File: config.mk
export PLATFORM = sky130hd
export DESIGN_NAME = count_compare_timer
export DESIGN_NICKNAME = d
export VERILOG_FILES = /design/src/rtl/count_compare_timer.sv
export SDC_FILE = /design/constraint.sdc
export NUM_CORES = 1
export LEC_CHECK = 0
export CORE_ASPECT_RATIO = 0.5
export CORE_MARGIN = 5
export CORE_UTILIZATION = 51
export DETAILED_ROUTE_END_ITERATION = 6
export PLACE_DENSITY = 0.84
export SLEW_MARGIN = 20
export SYNTH_ARGS = -nofsm -noshare
export SYNTH_HDL_FRONTEND = slang
export SYNTH_SLANG_ARGS = --single-unit
File: constraint.sdc
create_clock -name clk -period 3.8 [get_ports clk]
set_input_delay 0.95 -clock clk [delete_from_list [all_inputs] [get_ports clk]]
set_output_delay 0.95 -clock clk [all_outputs]
set_load 0.01 [all_outputs]
File: src/rtl/count_compare_timer.sv
// Compare timer: arms on a target, pulses match when count reaches it (wrap-safe), and
// queues the matching count values in a first-word-fall-through FIFO. Optional macro CCT_LATE_FLAG_EN adds evt_late.
//
//   state | meaning
//   IDLE  | waiting for a config handshake, cfg_ready high
//   ARMED | comparing count against target each cycle
module count_compare_timer #(
   parameter int WIDTH  = 32,
   parameter int DEPTH  = 4,
   parameter int DROP_W = 8
) (
   input  logic              clk,
   input  logic              rst,
   input  logic [WIDTH-1:0]  count,
   input  logic              cfg_valid,
   output logic              cfg_ready,
   input  logic [WIDTH-1:0]  cfg_target,
   input  logic [WIDTH-1:0]  cfg_period,
   input  logic              cfg_periodic,
   input  logic              disarm,
   output logic              armed,
   output logic              match,
   output logic              evt_valid,
   input  logic              evt_ready,
   output logic [WIDTH-1:0]  evt_stamp,
`ifdef CCT_LATE_FLAG_EN
   output logic              evt_late,
`endif
   output logic [DROP_W-1:0] drop_cnt
);

   localparam int AW = $clog2(DEPTH);
`ifdef CCT_LATE_FLAG_EN
   localparam int EW = WIDTH + 1;
`else
   localparam int EW = WIDTH;
`endif

   typedef enum logic {IDLE, ARMED} state_t;

   state_t             state, state_n;
   logic [WIDTH-1:0]   target, period;
   logic               periodic;
   logic signed [WIDTH-1:0] diff;
   logic               hit, push, reload;

   logic [EW-1:0]      mem [DEPTH];
   logic [EW-1:0]      entry, head, last;
   logic [AW-1:0]      wr_ptr, rd_ptr;
   logic [AW:0]        occ;
   logic               full, pop, wr_en, drop;

   // Reached-or-passed test: the modular difference read as signed is non-negative.
   assign diff   = count - target;
   assign hit    = (state == ARMED) && (diff >= 0);
   assign push   = hit && !disarm;
   assign reload = periodic && (period != '0);

   assign armed     = (state == ARMED);
   assign cfg_ready = (state == IDLE);

   always_comb begin
      state_n = state;
      case (state)
         IDLE:    if (cfg_valid) state_n = ARMED;
         ARMED:   if (disarm || (hit && !reload)) state_n = IDLE;
         default: state_n = IDLE;
      endcase
   end

   always_ff @(posedge clk) begin
      if (!rst) begin
         state    <= IDLE;
         target   <= '0;
         period   <= '0;
         periodic <= 1'b0;
         match    <= 1'b0;
      end else begin
         state <= state_n;
         match <= push;
         if (state == IDLE && cfg_valid) begin
            target   <= cfg_target;
            period   <= cfg_period;
            periodic <= cfg_periodic;
         end else if (push && reload) begin
            target <= target + period;
         end
      end
   end

`ifdef CCT_LATE_FLAG_EN
   assign entry = {count != target, count};
`else
   assign entry = count;
`endif

   assign evt_valid = (occ != '0);
   assign full      = (occ == (AW+1)'(DEPTH));
   assign pop       = evt_valid && evt_ready;
   assign wr_en     = push && (!full || pop);
   assign drop      = push && full && !pop;
   assign head      = mem[rd_ptr];

   always_ff @(posedge clk) begin
      if (wr_en) mem[wr_ptr] <= entry;
   end

   always_ff @(posedge clk) begin
      if (!rst) begin
         wr_ptr   <= '0;
         rd_ptr   <= '0;
         occ      <= '0;
         last     <= '0;
         drop_cnt <= '0;
      end else begin
         if (wr_en) wr_ptr <= wr_ptr + 1'b1;
         if (pop) begin
            rd_ptr <= rd_ptr + 1'b1;
            last   <= head;
         end
         case ({wr_en, pop})
            2'b10:   occ <= occ + 1'b1;
            2'b01:   occ <= occ - 1'b1;
            default: occ <= occ;
         endcase
         if (drop && drop_cnt != '1) drop_cnt <= drop_cnt + 1'b1;
      end
   end

   // When empty the output holds the most recently popped entry.
   assign evt_stamp = evt_valid ? head[WIDTH-1:0] : last[WIDTH-1:0];
`ifdef CCT_LATE_FLAG_EN
   assign evt_late  = evt_valid ? head[WIDTH] : last[WIDTH];
`endif

endmodule
After elaboration in Yosys (flattened, before gate mapping)
Memories as Yosys holds them, arrays and structs flattened. A register that Yosys moved wholly into a read port is not among the register bits.
Index checks and enable logic that the tools add are counted.
{"block": "totals", "ff_bits": 114, "latch_bits": 0, "ramBits": 128, "romBits": 0, "output_inout_bits": 44, "memories": 1}
{"memory": "mem", "words": 4, "word_bits": 32, "rd": 1, "rd_clocked_by_memory_dff": 1, "wr": 1, "line_no": "47", "source": "logic [EW-1:0] mem [DEPTH];"}
{"block": "classes", "add_sub_neg": 7, "n_mul": 0, "n_div": 0, "order_cmp": 1, "eq_ne": 4, "n_shift": 0, "n_mux": 11, "bitwise_logic": 1, "n_reduce_logical": 21}
{"op": "32-bit two-way mux", "count": 3}
{"op": "32-bit adder", "count": 1}
{"op": "32-bit by 1-bit greater-or-equal comparator with 1-bit output, second input constant", "count": 1}
{"op": "32-bit nonzero test", "count": 1}
{"op": "32-bit subtractor", "count": 1}
{"op": "1-bit logical AND", "count": 11}
{"op": "8-bit by 1-bit adder with 8-bit output, second input constant", "count": 1}
{"op": "8-bit != test, second input constant", "count": 1}
{"op": "3-bit one-hot mux with 2 select lines", "count": 1}
{"op": "2-bit by 1-bit adder with 2-bit output, second input constant", "count": 2}
{"op": "1-bit zero test", "count": 4}
{"op": "1-bit two-way mux", "count": 4}
{"op": "2-bit two-way mux", "count": 2}
{"op": "2-bit nonzero test", "count": 2}
{"op": "3-bit by 1-bit adder with 3-bit output, second input constant", "count": 1}
{"op": "3-bit equality test, second input constant", "count": 1}
{"op": "3-bit nonzero test", "count": 1}
{"op": "3-bit by 1-bit subtractor with 3-bit output, second input constant", "count": 1}
{"op": "2-bit by 1-bit equality test with 1-bit output, second input constant", "count": 1}
{"op": "2-bit equality test, second input constant", "count": 1}
{"op": "1-bit logical OR", "count": 2}
{"op": "1-bit one-hot mux with 2 select lines", "count": 1}
{"op": "1-bit inverter", "count": 1}

Depth between registers and ports, before layout
{"block": "logic_depth", "ltp_word": 7, "ltp_mapped": 14, "ltp_nobuf": 13}

Worst setup path after synthesis
Ideal clock, no wire load.
{"block": "synth_path", "path_type": "in2reg", "start": "input port count[30]", "end": "memory mem[1][0] (netlist bit) (enable)", "arrival_ps": 3641, "t_required_ps": 3408, "slack_ps": -233, "path_stages": 9, "cell_sequence": "ha_1 > nand2_1 > nor2_2 > nand4_1 > o41a_1 > and3_1 > buf_6 > nor4b_2 > and2_1"}
{"block": "synth_via", "elab_chain_len": 7}
{"element": "start: declaration", "line_no": "14", "source": "input logic [WIDTH-1:0] count,"}
{"element": "32-bit subtractor", "line_no": "54", "source": "assign diff = count - target;"}
{"element": "32-bit by 1-bit greater-or-equal comparator with 1-bit output", "line_no": "55", "source": "assign hit = (state == ARMED) && (diff >= 0);"}
{"element": "1-bit logical AND", "line_no": "55"}
{"element": "1-bit logical AND", "line_no": "56", "source": "assign push = hit && !disarm;"}
{"element": "1-bit logical AND", "line_no": "100", "source": "assign wr_en = push && (!full || pop);"}
{"element": "1-bit two-way mux", "line_no": "105", "source": "if (wr_en) mem[wr_ptr] <= entry;"}
{"element": "1-bit two-way mux (implied by the code)", "line_no": "105"}
{"element": "end: declaration", "line_no": "47"}
Every way passes these cells.

Worst setup path after layout
{"block": "layout_path", "start": "input port count[12]", "end": "register occ[2]"}
{"block": "layout_via", "elab_chain_len": 7, "elab_cells_between_ends": 9}
{"element": "32-bit subtractor (*)", "line_no": "54"}
{"element": "32-bit by 1-bit greater-or-equal comparator with 1-bit output (*)", "line_no": "55"}
{"element": "1-bit logical AND (*)", "line_no": "55"}
{"element": "1-bit logical AND (*)", "line_no": "56"}
{"element": "1-bit logical AND (*)", "line_no": "100"}
{"element": "2-bit by 1-bit equality test with 1-bit output / 2-bit equality test (equally long branches)", "line_no": "121", "source": "case ({wr_en, pop})"}
{"element": "3-bit one-hot mux with 2 select lines / 2-bit nonzero test (equally long branches)"}
{"element": "end signal: assignment", "line_no": "122", "source": "2'b10: occ <= occ + 1'b1;"}
{"element": "end signal: assignment", "line_no": "123", "source": "2'b01: occ <= occ - 1'b1;"}
{"element": "end: declaration", "line_no": "50", "source": "logic [AW:0] occ;"}
Every way passes the cells marked *; elsewhere a longest branch is shown, timed or not.
A chain may end at the register's enable or synchronous reset.

==> reports/results.txt <==
status - finished clean
Post-CTS Setup Inserts - 0
r2r endpoint - occ[2]
Final TNS setup - 0 ns
Slew Viols, Final - 0
Synth top cells by count - 200 x nand2_1, 128 x edfxtp_1, 123 x a21oi_1
Period minus WS final - 3.70 ns
worst hold path depth - 2
Tightest Pin Transition - 0.815 ns
Hold Path Sink - last[19]
fin crit share - 97.3%
Post-Layout Cell Count - 1619
final WL - 33.0 mm
largest net degree at the start of global routing - 82
IO Port Bufs - 145
pwr/cell area - 526 nW/um^2
vias in the first global route - 9402
CTS tree - done
Psw - 2.43 mW
Reg-to-Reg Start - target[12]
hpwl dp - 23.1 mm
Post-Syn Instances - 1113
PostCTS Resize Cnt - 0
TritonCTS Buffers - 22
Crit path required time - 4.24 ns
Peak VDD IR - 0.000314 V
antenna violations before repair - 0
Worst-path clk slew - 0.07 ns
kind of critical path - in2reg
Startpoint Class - primary input
# DRC - 0
Top FF cell, synth - edfxtp_1
Crit Path Max Fanout - 5
wire length on met2 - 16.0 mm
Highest Signal Layer - met4
top cells by area, synth - edfxtp_1 32%, dfxtp_1 19%, ha_1 7.0%
gr ovfl total - 0
final instance area - 15000 um^2
total track usage - 23.9%
Hold Startpoint - last[19]
post-place instance area - 14200 um^2
CTS Hold Buffers Added - 0
Max Fclk - 270 MHz
Vias per Instance - 5.85
RSZ-0062 raised after global routing - false
Antenna Diode Count - 0
Sequential Power Share - 39.5%
#FFs+latches synth - 244
worst setup margin - 0.103 ns
CTS sink count - 244
Mean Syn Cell Area - 10.7 um^2
Post-synth EDFFs - 128
Setup Skew - 0.0119 ns
Worst slew margin - 45.5%
sequential fraction of the synthesis area - 51.6%
Area growth syn-to-layout - 25.2%
Clk pwr share - 27.5%
Post-DRT Antenna Nets - 0
Hold Path Class - reg2reg
Clk Latency, worst-skew pair - 0.52 ns
overall power - 7.86 mW
Setup Viol. Count Final - 0
synth warn - 0
R2R Setup Slk - 0.45 ns
Place WS - -0.413 ns
Vias - 9475
Placed Cells incl. Taps - 1579
Critical Path Sink Type - flop
worst hold margin - 0.453 ns
row cnt - 39
Chip Width - 226 um
Netlist cell types - 61
first-pass GRT wire length - 51.3 mm
initial core utilization - 52.1%
P_int - 5.43 mW
met3 wire length - 2.46 mm
combinational power share - 33.0%
syn nets - 1284
Pre-antenna DRT Iters - 5
Hold Vio Cnt, Final - 0
Synth area leader - edfxtp_1
Post-synth ARST share - 0%
maxcap violations - 0
Metal-1 WL - 13.4 mm
WL per Instance - 20.4 um
clk root buf - clkbuf_16
DR iter-0 viols - 997
proportion of layout cells with a drive suffix above 1 - 15.1%
gp weighted congestion - 0.927
Final nets - 1467
Yosys top cell area share - 32.2%
die area - 26800 um^2
I/O pins - 146
H-tree Lvls - 1
Critical Path AT - 4.14 ns
Finished Core Util - 65.2%
Core Footprint - 22900 um^2
most numerous cell in the Yosys netlist - nand2_1
buffer depth of the longest clock path - 3
Reg2Reg Depth - 13
Switching Fraction - 30.9%
post-synthesis cell area - 12000 um^2
Leak Pwr - 5.58 nW
chip height - 118 um
-- cell usage in the layout, fill, tap and decap left out, drive strengths merged, types with 9 or more instances in the layout --
master,count
ha,67
xor2,13
clkdlybuf4s50,143
xnor2,23
edfxtp,128
clkinv,12
dfxtp,116
nor4,13
a21oi,124
clkbuf,23
nand2,200
nand4,9
nor2,56
a311oi,12
nand3,21
a21o,22
inv,48
mux2,33
o21ai,27
buf,71
nand2b,13
mux4,32
nor3,11
-- critical path, stage by stage --
cell	delay (ns)
clkdlybuf4s50_1	0.44
ha_1	0.31
a21oi_1	0.06
o21ai_1	0.22
a2111oi_1	0.10
buf_4	0.15
a2111o_1	0.41
and3_2	0.26
nor3_2	0.24
nor2_1	0.09
fa_1	0.40
o31ai_2	0.28
mux2i_1	0.21
-- layout make-up --
type                            instances  area [um^2]
Inverter                               47          176
Clock buffer                           23          554
Tap cell                              307          384
Multi-Input combinational cell        765         5410
Sequential cell                       244         6170
Timing Repair Buffer                  216         2130
Fill cell                            1657         7980
Clock inverter                         17          131
-- metal layers --
| layer | vias to the layer above | GRT usage [%] |
|---|---|---|
| met5 | - | 0 |
| met4 | 0 | 6.42 |
| met3 | 79 | 3.94 |
| met2 | 438 | 40.4 |
| met1 | 4549 | 32.3 |
| li1 | 4409 | - |
-- cell families after synthesis --
family / synth area share (%)
AOI/OAI and AO/OA: 12.1
xor gates and xnor gates: 2.64
adders and majority gates: 7.35
buffers and inverters: 3.47
DFF: 51.6
muxes: 9.81
and+or+nand+nor: 13.1
-- power groups by stage --
stage          logic [mW]  registers [mW]  clock network, mW
2_1_floorplan        1.50            3.08                  0
3_3_place_gp         2.48            3.13                  0
3_5_place_dp         2.54            3.15                  0
4_1_cts              2.59            3.10               2.18
5_1_grt              2.78            3.12               2.31
6_report             2.60            3.10               2.16
-- registers in the layout, summed over array words and instances, names as in the netlist, 2 cells and up, named ones only --
| name | cells |
|---|---|
| target | 32 |
| mem | 128 |
| drop_cnt | 8 |
| last | 32 |
| occ | 3 |
| wr_ptr | 2 |
| period | 32 |
| rd_ptr | 2 |
-- worst max path at each step --
stage / depth (start not counted) / startpoint / end
floorplan: 9 / count[30] / mem[0][0]
CTS: 4 / flop / evt_stamp[30]
finish: 13 / count[12] / occ[2]
global route: 12 / count[30] / occ[2]
global placement: 13 / count[14] / target[28]
detailed placement: 12 / count[24] / occ[2]
Power figures use the tool's default switching activity.
